### config.mk
export PLATFORM = sky130hd
export DESIGN_NAME = operand_skew_feeder
export DESIGN_NICKNAME = d
export VERILOG_FILES = /design/src/rtl/operand_skew_feeder.sv
export SDC_FILE = /design/constraint.sdc
export NUM_CORES = 1
export LEC_CHECK = 0
export CORE_ASPECT_RATIO = 2
export CORE_MARGIN = 2
export CORE_UTILIZATION = 43
export DETAILED_ROUTE_END_ITERATION = 6
export MAX_ROUTING_LAYER = met4
export PLACE_DENSITY = 0.83
export SYNTH_ARGS = -nofsm -noshare
export SYNTH_HDL_FRONTEND = slang
export SYNTH_SLANG_ARGS = --single-unit
### constraint.sdc
create_clock -name clk_i -period 1.8 [get_ports clk_i]
set_input_delay 0.36 -clock clk_i [delete_from_list [all_inputs] [get_ports clk_i]]
set_output_delay 0.36 -clock clk_i [all_outputs]
set_load 0.02 [all_outputs]
### src/rtl/operand_skew_feeder.sv
// operand_skew_feeder: sequences the A/B operand banks through their send mode,
// captures one bus word per cycle from each, and re-emits every lane with a
// diagonal delay (lane i delayed i extra cycles) to build the skewed wavefront
// consumed by the processing-element array. Non-valid slots always carry zeros.
module operand_skew_feeder #(
  parameter int unsigned DATA_WIDTH = 32,
  parameter int unsigned BUS_WIDTH  = 64,
  localparam int unsigned MAX_DIM   = BUS_WIDTH / DATA_WIDTH,
  localparam int unsigned KW        = (MAX_DIM > 1) ? $clog2(MAX_DIM) : 1
) (
  input  logic                 clk_i,
  input  logic                 rst_i,
  input  logic                 start_i,
  input  logic [KW-1:0]        k_dim_i,
  input  logic [BUS_WIDTH-1:0] a_data_i,
  input  logic [BUS_WIDTH-1:0] b_data_i,
  output logic                 start_send_o,
  output logic [BUS_WIDTH-1:0] a_skew_o,
  output logic [BUS_WIDTH-1:0] b_skew_o,
  output logic [MAX_DIM-1:0]   a_valid_o,
  output logic [MAX_DIM-1:0]   b_valid_o,
  output logic                 valid_o,
  output logic                 busy_o,
  output logic                 done_o
);

  typedef enum logic [1:0] {
    StIdle,
    StFetch,
    StDrain,
    StDone
  } state_e;

  state_e          state_q, state_d;
  // Shared cycle counter: word index in FETCH, drain step in DRAIN.
  logic [KW-1:0]   cnt_q, cnt_d;
  // Inner dimension minus one, frozen for the duration of a feed.
  logic [KW-1:0]   k_q, k_d;
  logic            fetch_en;

  // State, counter and latched K registers.
  always_ff @(posedge clk_i) begin
    if (rst_i) begin
      state_q <= StIdle;
      cnt_q   <= '0;
      k_q     <= '0;
    end else begin
      state_q <= state_d;
      cnt_q   <= cnt_d;
      k_q     <= k_d;
    end
  end

  // Next-state logic: IDLE -> FETCH (K cycles) -> DRAIN (MAX_DIM cycles) -> DONE -> IDLE.
  always_comb begin
    state_d = state_q;
    cnt_d   = cnt_q;
    k_d     = k_q;
    unique case (state_q)
      StIdle: begin
        if (start_i) begin
          state_d = StFetch;
          k_d     = k_dim_i;
          cnt_d   = '0;
        end
      end
      StFetch: begin
        if (cnt_q == k_q) begin
          state_d = StDrain;
          cnt_d   = '0;
        end else begin
          cnt_d = cnt_q + 1'b1;
        end
      end
      StDrain: begin
        if (cnt_q == KW'(MAX_DIM - 1)) begin
          state_d = StDone;
          cnt_d   = '0;
        end else begin
          cnt_d = cnt_q + 1'b1;
        end
      end
      StDone: begin
        state_d = StIdle;
      end
      default: begin
        state_d = StIdle;
      end
    endcase
  end

  // Control outputs decoded straight from the state so they fall at the reset edge.
  always_comb begin
    fetch_en     = (state_q == StFetch);
    start_send_o = fetch_en;
    busy_o       = (state_q != StIdle);
    done_o       = (state_q == StDone);
  end

  // One delay line per lane; lane gi has gi+1 stages of data plus a valid bit.
  for (genvar gi = 0; gi < MAX_DIM; gi++) begin : g_lane
    localparam int unsigned Depth = gi + 1;
    localparam int unsigned Last  = gi;

    logic [DATA_WIDTH-1:0] a_pipe_q [Depth];
    logic [DATA_WIDTH-1:0] a_pipe_d [Depth];
    logic [DATA_WIDTH-1:0] b_pipe_q [Depth];
    logic [DATA_WIDTH-1:0] b_pipe_d [Depth];
    logic [Depth-1:0]      vld_q, vld_d;

    // Stage 0 loads the bank word only during FETCH, zeros otherwise; later stages shift.
    always_comb begin
      vld_d[0]    = fetch_en;
      a_pipe_d[0] = fetch_en ? a_data_i[gi*DATA_WIDTH +: DATA_WIDTH] : '0;
      b_pipe_d[0] = fetch_en ? b_data_i[gi*DATA_WIDTH +: DATA_WIDTH] : '0;
      for (int s = 1; s < int'(Depth); s++) begin
        vld_d[s]    = vld_q[s-1];
        a_pipe_d[s] = a_pipe_q[s-1];
        b_pipe_d[s] = b_pipe_q[s-1];
      end
    end

    // Delay-line registers, cleared on reset so no stale word survives an abort.
    always_ff @(posedge clk_i) begin
      if (rst_i) begin
        vld_q <= '0;
        for (int s = 0; s < int'(Depth); s++) begin
          a_pipe_q[s] <= '0;
          b_pipe_q[s] <= '0;
        end
      end else begin
        vld_q <= vld_d;
        for (int s = 0; s < int'(Depth); s++) begin
          a_pipe_q[s] <= a_pipe_d[s];
          b_pipe_q[s] <= b_pipe_d[s];
        end
      end
    end

    // Last stage drives the lane; data is masked by valid as a second guard against garbage.
    assign a_valid_o[gi] = vld_q[Last];
    assign b_valid_o[gi] = vld_q[Last];
    assign a_skew_o[gi*DATA_WIDTH +: DATA_WIDTH] = vld_q[Last] ? a_pipe_q[Last] : '0;
    assign b_skew_o[gi*DATA_WIDTH +: DATA_WIDTH] = vld_q[Last] ? b_pipe_q[Last] : '0;
  end

  // Any lane carrying data makes the wavefront valid.
  always_comb begin
    valid_o = |a_valid_o;
  end

endmodule

==> run metrics, run 1 <==
status completed; Syn Inst Count ~600; WS Path Type reg2out; minimum clock period 1.78 ns; Max Slew Vio Count 0; nature of the critical path endpoint output pin; sequential share of power between 40% and 50%; WL per Instance around 16 um; Post-Synth Simple-Gate Area 34.0%; Die Height 178 um; r2r setup slk about 0.32 ns; P_sw 0.00268 W; Via density 4.37; Core Footprint 14800 um2; I/O pins about 270; layout cells sized above 1 35.2%; max-cap violations 0; Cell Rows 63; Worst-Skew Late Latency approximately 0.43 ns; Clk network pwr share approximately a third; total CTS buffers 17; Internal 0.00809 W; initial antenna violation count 0; Seq cells post-synth a little under 200; Hold Path Stages 1; Synth Area in XOR/XNOR 0%; slew margin rel. a little under three quarters; CTS max path bufs 2; Fin Clk Skew approximately 0.0071 ns; crit path DAT about 1.4 ns; Clock Pin Slew Worst Setup and Hold Paths approximately 0.07 ns; port bufs about 270; post-synth cell types 25; CTS tree built; Final Util roughly two thirds; final setup TNS 0 ns; gr ovfl total 0; ant diodes 0; DR pass1 iterations 4; Register-to-Register Path Depth 5; Initial Util a little over two fifths; crit path launch type flop; reg2reg start state_q[1]$_SDFFE_PP0P_; HPWL Detailed around 11000 um; Worst Hold End g_lane[1].b_pipe_q[0][40]$_SDFF_PP0_; f_max about 560 MHz; clock root buffer master clkbuf_16; vias in the first global route roughly 4800; mux contribution to synthesized area less than 1%; Synth warnings 0; chip width approximately 91 um; switch share between 20% and 30%; Tcrit/Tclk final 99.1%; Post-Syn Nets approximately 730; sequential fraction of the synthesis area between 60 and 70%; total track usage 21.0%; measured slew at the worst slew-check pin about 0.42 ns; Hold Path Class reg2reg; gpl congestion 0.800; dpl cells ~1000; clock sink total roughly 200; Final Hold Fails 0; post-synthesis cell area approximately 6500 um2; Critical R2R Capture g_lane[1].a_pipe_q[0][11]$_SDFF_PP0_; Via Count between 4000 and 5000; Post-Layout Cell Count approximately 1100; Worst Path Required around 1.4 ns; Power Total between 0.01 and 0.015 W; DRC viols 0; CTS H-tree depth 4; post-synthesis adder-cell area fraction around 1.2%; Cell Pwr Density 1090 nW/um2; largest family of logic cells by synthesized area simple AND/OR/NAND/NOR gates; # nets final 991; drt total wl 16600 um; Syn Area/Cell approximately 11 um2; Min-Delay Startpoint g_lane[1].b_pipe_q[0][8]$_SDFF_PP0_; Initial DRC Count 104; Final setup viols 0; die area approximately 16000 um2; first-pass GRT wire length roughly 25000 um; Final ANT Viol Nets 0; Synth Area in Compound Gates less than 1%; RSZ-0062 raised after global routing yes; Peak VDD IR slightly below 0.7 mV; Pleak 4.43 nW; critical path peak fanout 8; Comb power frac 18.3%; synth-to-layout area growth 51.5%; largest net degree at the start of global routing 70
[flip-flops by register name, indices dropped and copies added (netlist names)]
register,cells
g_lane.a_pipe_q,96
g_lane.b_pipe_q,96
cnt_q,1
state_q,2
g_lane.vld_q,2
k_q,1
[through the flow]
stage          hold WS, ns  cell area [um2]  setup WS [ns]
4_1_cts              0.438             9840        -0.0838
3_3_place_gp         0.414             9370       -0.00367
5_1_grt              0.447             9850        -0.0465
2_1_floorplan        0.411             6500          0.323
6_report             0.434             9850         0.0156
3_5_place_dp         0.422             9370       -0.00556
[worst max path at each step]
| stage | startpoint | endpoint | slack, ns | cells after the start |
|---|---|---|---|---|
| 2_1_floorplan | g_lane[1].vld_q[1]$_SDFF_PP0_ | a_skew_o[37] | 0.32 | 3 |
| 3_3_place_gp | g_lane[1].vld_q[0]$_SDFF_PP0_ | a_skew_o[27] | -0.004 | 3 |
| 3_5_place_dp | g_lane[1].vld_q[0]$_SDFF_PP0_ | a_skew_o[27] | -0.006 | 3 |
| 4_1_cts | g_lane[1].vld_q[1]$_SDFF_PP0_ | a_skew_o[50] | -0.08 | 3 |
| 5_1_grt | g_lane[1].vld_q[0]$_SDFF_PP0_ | a_skew_o[21] | -0.05 | 4 |
| 6_report | g_lane[1].vld_q[0]$_SDFF_PP0_ | a_skew_o[26] | 0.02 | 4 |
[cell type report]
class                      count  area, um2
multi-input combinational    348       2410
sequential                   198       3970
fill                        1207       4970
clock buffer                  19        443
inverter                       5       18.8
timing repair buffer         283       2620
tap                          195        244
clock inverter                13        148
[timing repair]
| item | in CTS | in global routing |
|---|---|---|
| resized for setup | 528 | 108 |
| hold buffers | 0 | 0 |
| gates cloned | 4 | 2 |
| endpoints found under the setup margin | 135 | 103 |
| pin swaps | 0 | 0 |
| buffers inserted | 2 | 0 |
[synth_stat cells (all sizes together)]
library cell,instances,area share (%)
and2,257,26
dfxtp,198,61
nor2b,66,6.4
clkbuf,30,2.0
buf,8,0.94
ha,6,1.2
inv,5,0.29
and2b,4,0.46
nand2,4,0.23
a21oi,2,0.15
mux2i,1,0.15
nand3,1,0.077
nor2,1,0.058
nor3,1,0.15
o211a,1,0.15
o21ai,1,0.077
o221ai,1,0.13
or2,1,0.096
or3,1,0.096
[critical path, stage by stage (launching register included)]
cell and delay, ns:
dfxtp_4 0.43, buf_12 0.15, clkbuf_16 0.16, and2_4 0.14, buf_6 0.11
[per-layer routing]
metal / global-route usage [%] / vias to the layer above / wire length, um
met5: - / - / 0
met4: 11.2 / 0 / 590
met3: 5.82 / 36 / 974
met2: 37.5 / 188 / 9140
met1: 20.5 / 2127 / 5900
li1: - / 2288 / -
[power groups by stage]
stage | registers (W) | logic, W | clock network, W
global route | 0.00510 | 0.00215 | 0.00401
global placement | 0.00510 | 0.00174 | 0
finish | 0.00505 | 0.00198 | 0.00374
detailed placement | 0.00511 | 0.00179 | 0
floorplan | 0.00506 | 0.00103 | 0
CTS | 0.00505 | 0.00193 | 0.00383
[kinds of logic (layout without fill, tap and decap cells)]
group,Yosys count,in the layout
compound gates,5,5
fa+ha+maj,6,6
buf+inv,43,320
flops,198,198
mux,1,1
simple gates,336,336
[placed cells by master (no fill, tap or decap), types with 2 or more instances in the layout]
cell             instances
and2_2                  90
a21oi_1                  2
dfxtp_2                  2
dfxtp_4                  2
buf_4                    9
nor2b_1                 65
and2b_1                  4
bufinv_16                2
buf_2                   81
clkdlybuf4s50_1        130
buf_16                   3
and2_4                  27
dfxtp_1                194
and2_1                 140
buf_12                   8
nand2_1                  4
clkbuf_16               19
inv_1                    5
buf_6                   34
clkinv_4                 3
ha_1                     6
inv_6                    3
clkinvlp_4               4
dlygate4sd2_1            3
clkdlybuf4s15_2         11
(Power assumes the default switching activity.)
==> run 2: changes to the inputs <==
CAP_MARGIN = 10   (was unset)
CORE_UTILIZATION = 46   (was 43)
PLACE_DENSITY = 0.88   (was 0.83)
clock period = 2.3 ns   (was 1.8 ns; I/O delays follow)
==> run metrics, run 2 (synthesized netlist as in run 1, its figures left out) <==
Pleak between 4 and 5 nW; Slowest-stage cell, CP clkdlybuf4s50_1; DRC viols 0; vias in the first global route 4535; port bufs 267; synth-to-layout area growth 54.3%; total track usage between 10% and 20%; Levels on crit path 3; Fillers about 970; DR pass1 iterations 4; Cell Pwr Density about 800 nW/um2; Fin Hold WS ~0.43 ns; Worst-Skew Late Latency between 0.4 and 0.5 ns; drt total wl 15000 um; Via Count ~4600; commonest non-fill, non-tap cell in the layout clkdlybuf4s50_1; Hold Path Stages 1; die area between 15000 and 20000 um2; switch share between 20% and 30%; slew margin rel. 77.2%; WL per Instance approximately 14 um; Post-CTS Setup Bufs 0; Core Footprint approximately 14000 um2; measured slew at the worst slew-check pin roughly 0.34 ns; Final Hold Fails 0; ant diodes 0; worst setup margin between 0.07 and 0.08 ns; CP delay by family, top buffers and inverters; WS Path Type reg2out; Place WS 0.389 ns; layout cells sized above 1 15.5%; status completed; Final ANT Viol Nets 0; CTS H-tree depth 4; crit path DAT ~1.8 ns; first-pass GRT wire length 21800 um; Min-Delay Startpoint g_lane[1].b_pipe_q[0][7]$_SDFF_PP0_; largest net degree at the start of global routing 85; biggest regs g_lane.a_pipe_q: 96 flops, g_lane.b_pipe_q: 96 flops; Initial Util 46.8%; Initial DRC Count about 150; crit path launch type flop; Tcrit/Tclk final between 90% and 100%; # nets final between 900 and 1000; clock sink total just under 200; Via density 4.35; Fin Clk Skew 0.00708 ns; minimum clock period ~2.2 ns; reg2reg start state_q[0]$_SDFFE_PP0P_; Clock Pin Slew Worst Setup and Hold Paths approximately 0.070 ns; Clk network pwr share between 30% and 40%; Register-to-Register Path Depth 5; HPWL Detailed 10800 um; Worst Path Required approximately 1.8 ns; clock root buffer master clkbuf_16; Internal 0.00599 W; cts hold-fix bufs 0; Final setup viols 0; CTS tree built; initial antenna violation count 0; total CTS buffers 17; Peak VDD IR ~0.51 mV; crit-path cells buf_8 -> and2_1 -> clkdlybuf4s50_1; gr ovfl total 0; f_max between 400 and 500 MHz; nature of the critical path endpoint output pin; Max Slew Vio Count 0; Crit. Startpoint g_lane[1].vld_q[1]$_SDFF_PP0_; RSZ-0062 raised after global routing yes; Cell Rows between 60 and 70; gpl congestion a little over 0.8; Die Height roughly 170 um; sequential share of power between 40 and 50%; slowest stage delay, CP ~0.60 ns; chip width a little under 90 um; critical path peak fanout 40; I/O pins 268; CTS max path bufs 2; P_sw between 0.002 and 0.0025 W; commonest non-fill, non-tap cells in the layout 214 x clkdlybuf4s50_1, 197 x dfxtp_1, 167 x and2_1; Comb power frac approximately 16%; Hold Path Class reg2reg; max-cap violations 0; CP Buf/Inv Count 2; Final Util between 70% and 80%
## run 2: cell types whose count changed in the layout (fill, tap and decap cells not counted), sizes merged, moves of 3 or more
cell and delta:
clkinvlp -3, dlymetal6s2s +50, clkinv +3, clkbuf -4, buf -128, clkdlybuf4s15 -11, inv +3, clkdlybuf4s50 +84
## run 2: metrics by stage
stage               power, W  std cells  area (um2)  TNS, ns
finish               0.00807       1046       10000        0
global route         0.00847       1046       10000  -0.0663
CTS                  0.00816       1046        9890        0
detailed placement   0.00532       1014        9300        0
global placement     0.00527       1014        9300        0
floorplan            0.00477        589        6500        0
## run 2: per-layer routing
metal | global-route usage (%) | part of all wire, % | up-vias
met5 | - | 0 | -
met4 | 8.89 | 3.9 | 0
met3 | 5.97 | 7.1 | 36
met2 | 35.8 | 55 | 186
met1 | 18.3 | 34 | 2057
li1 | - | - | 2273
## run 2: worst register-to-register path, delay by kind of cell (launching register included)
kind | cells | cell delay [ns]
flip-flops | 1 | 0.42
AND/OR/NAND/NOR | 2 | 0.41
adder cells (fa/ha/maj) | 1 | 0.26
multiplexers | 1 | 0.20
buffers and inverters | 1 | 0.09
## run 2: final timing paths
kind | endpoint | slack [ns]
max | a_skew_o[43] | 0.07
min | g_lane[1].b_pipe_q[0][39]$_SDFF_PP0_ | 0.43
max reg2reg | state_q[1]$_SDFFE_PP0P_ | 0.87
min reg2reg | g_lane[1].b_pipe_q[0][39]$_SDFF_PP0_ | 0.43
## run 2: layout make-up
cell class / instances / area (um2) / share of cell area [%]
Clock buffer: 18 / 429 / 4.28
Clock inverter: 14 / 159 / 1.58
Inverter: 5 / 18.8 / 0.187
Multi-Input combinational cell: 348 / 2340 / 23.3
Sequential cell: 198 / 3970 / 39.5
Tap cell: 189 / 236 / 2.36
Timing Repair Buffer: 274 / 2890 / 28.8
## run 2: timing repair
item / CTS / global route
endpoints found under the setup margin: 45 / 85
hold endpoints to repair: 0 / 0
resized for setup: 4 / 54
## run 2: power groups by stage
| stage | logic (W) | registers, W | clock network, W |
|---|---|---|---|
| 2_1_floorplan | 0.000806 | 0.00396 | 0 |
| 3_3_place_gp | 0.00128 | 0.00399 | 0 |
| 3_5_place_dp | 0.00131 | 0.00400 | 0 |
| 4_1_cts | 0.00132 | 0.00393 | 0.00292 |
| 5_1_grt | 0.00143 | 0.00397 | 0.00307 |
| 6_report | 0.00130 | 0.00393 | 0.00284 |
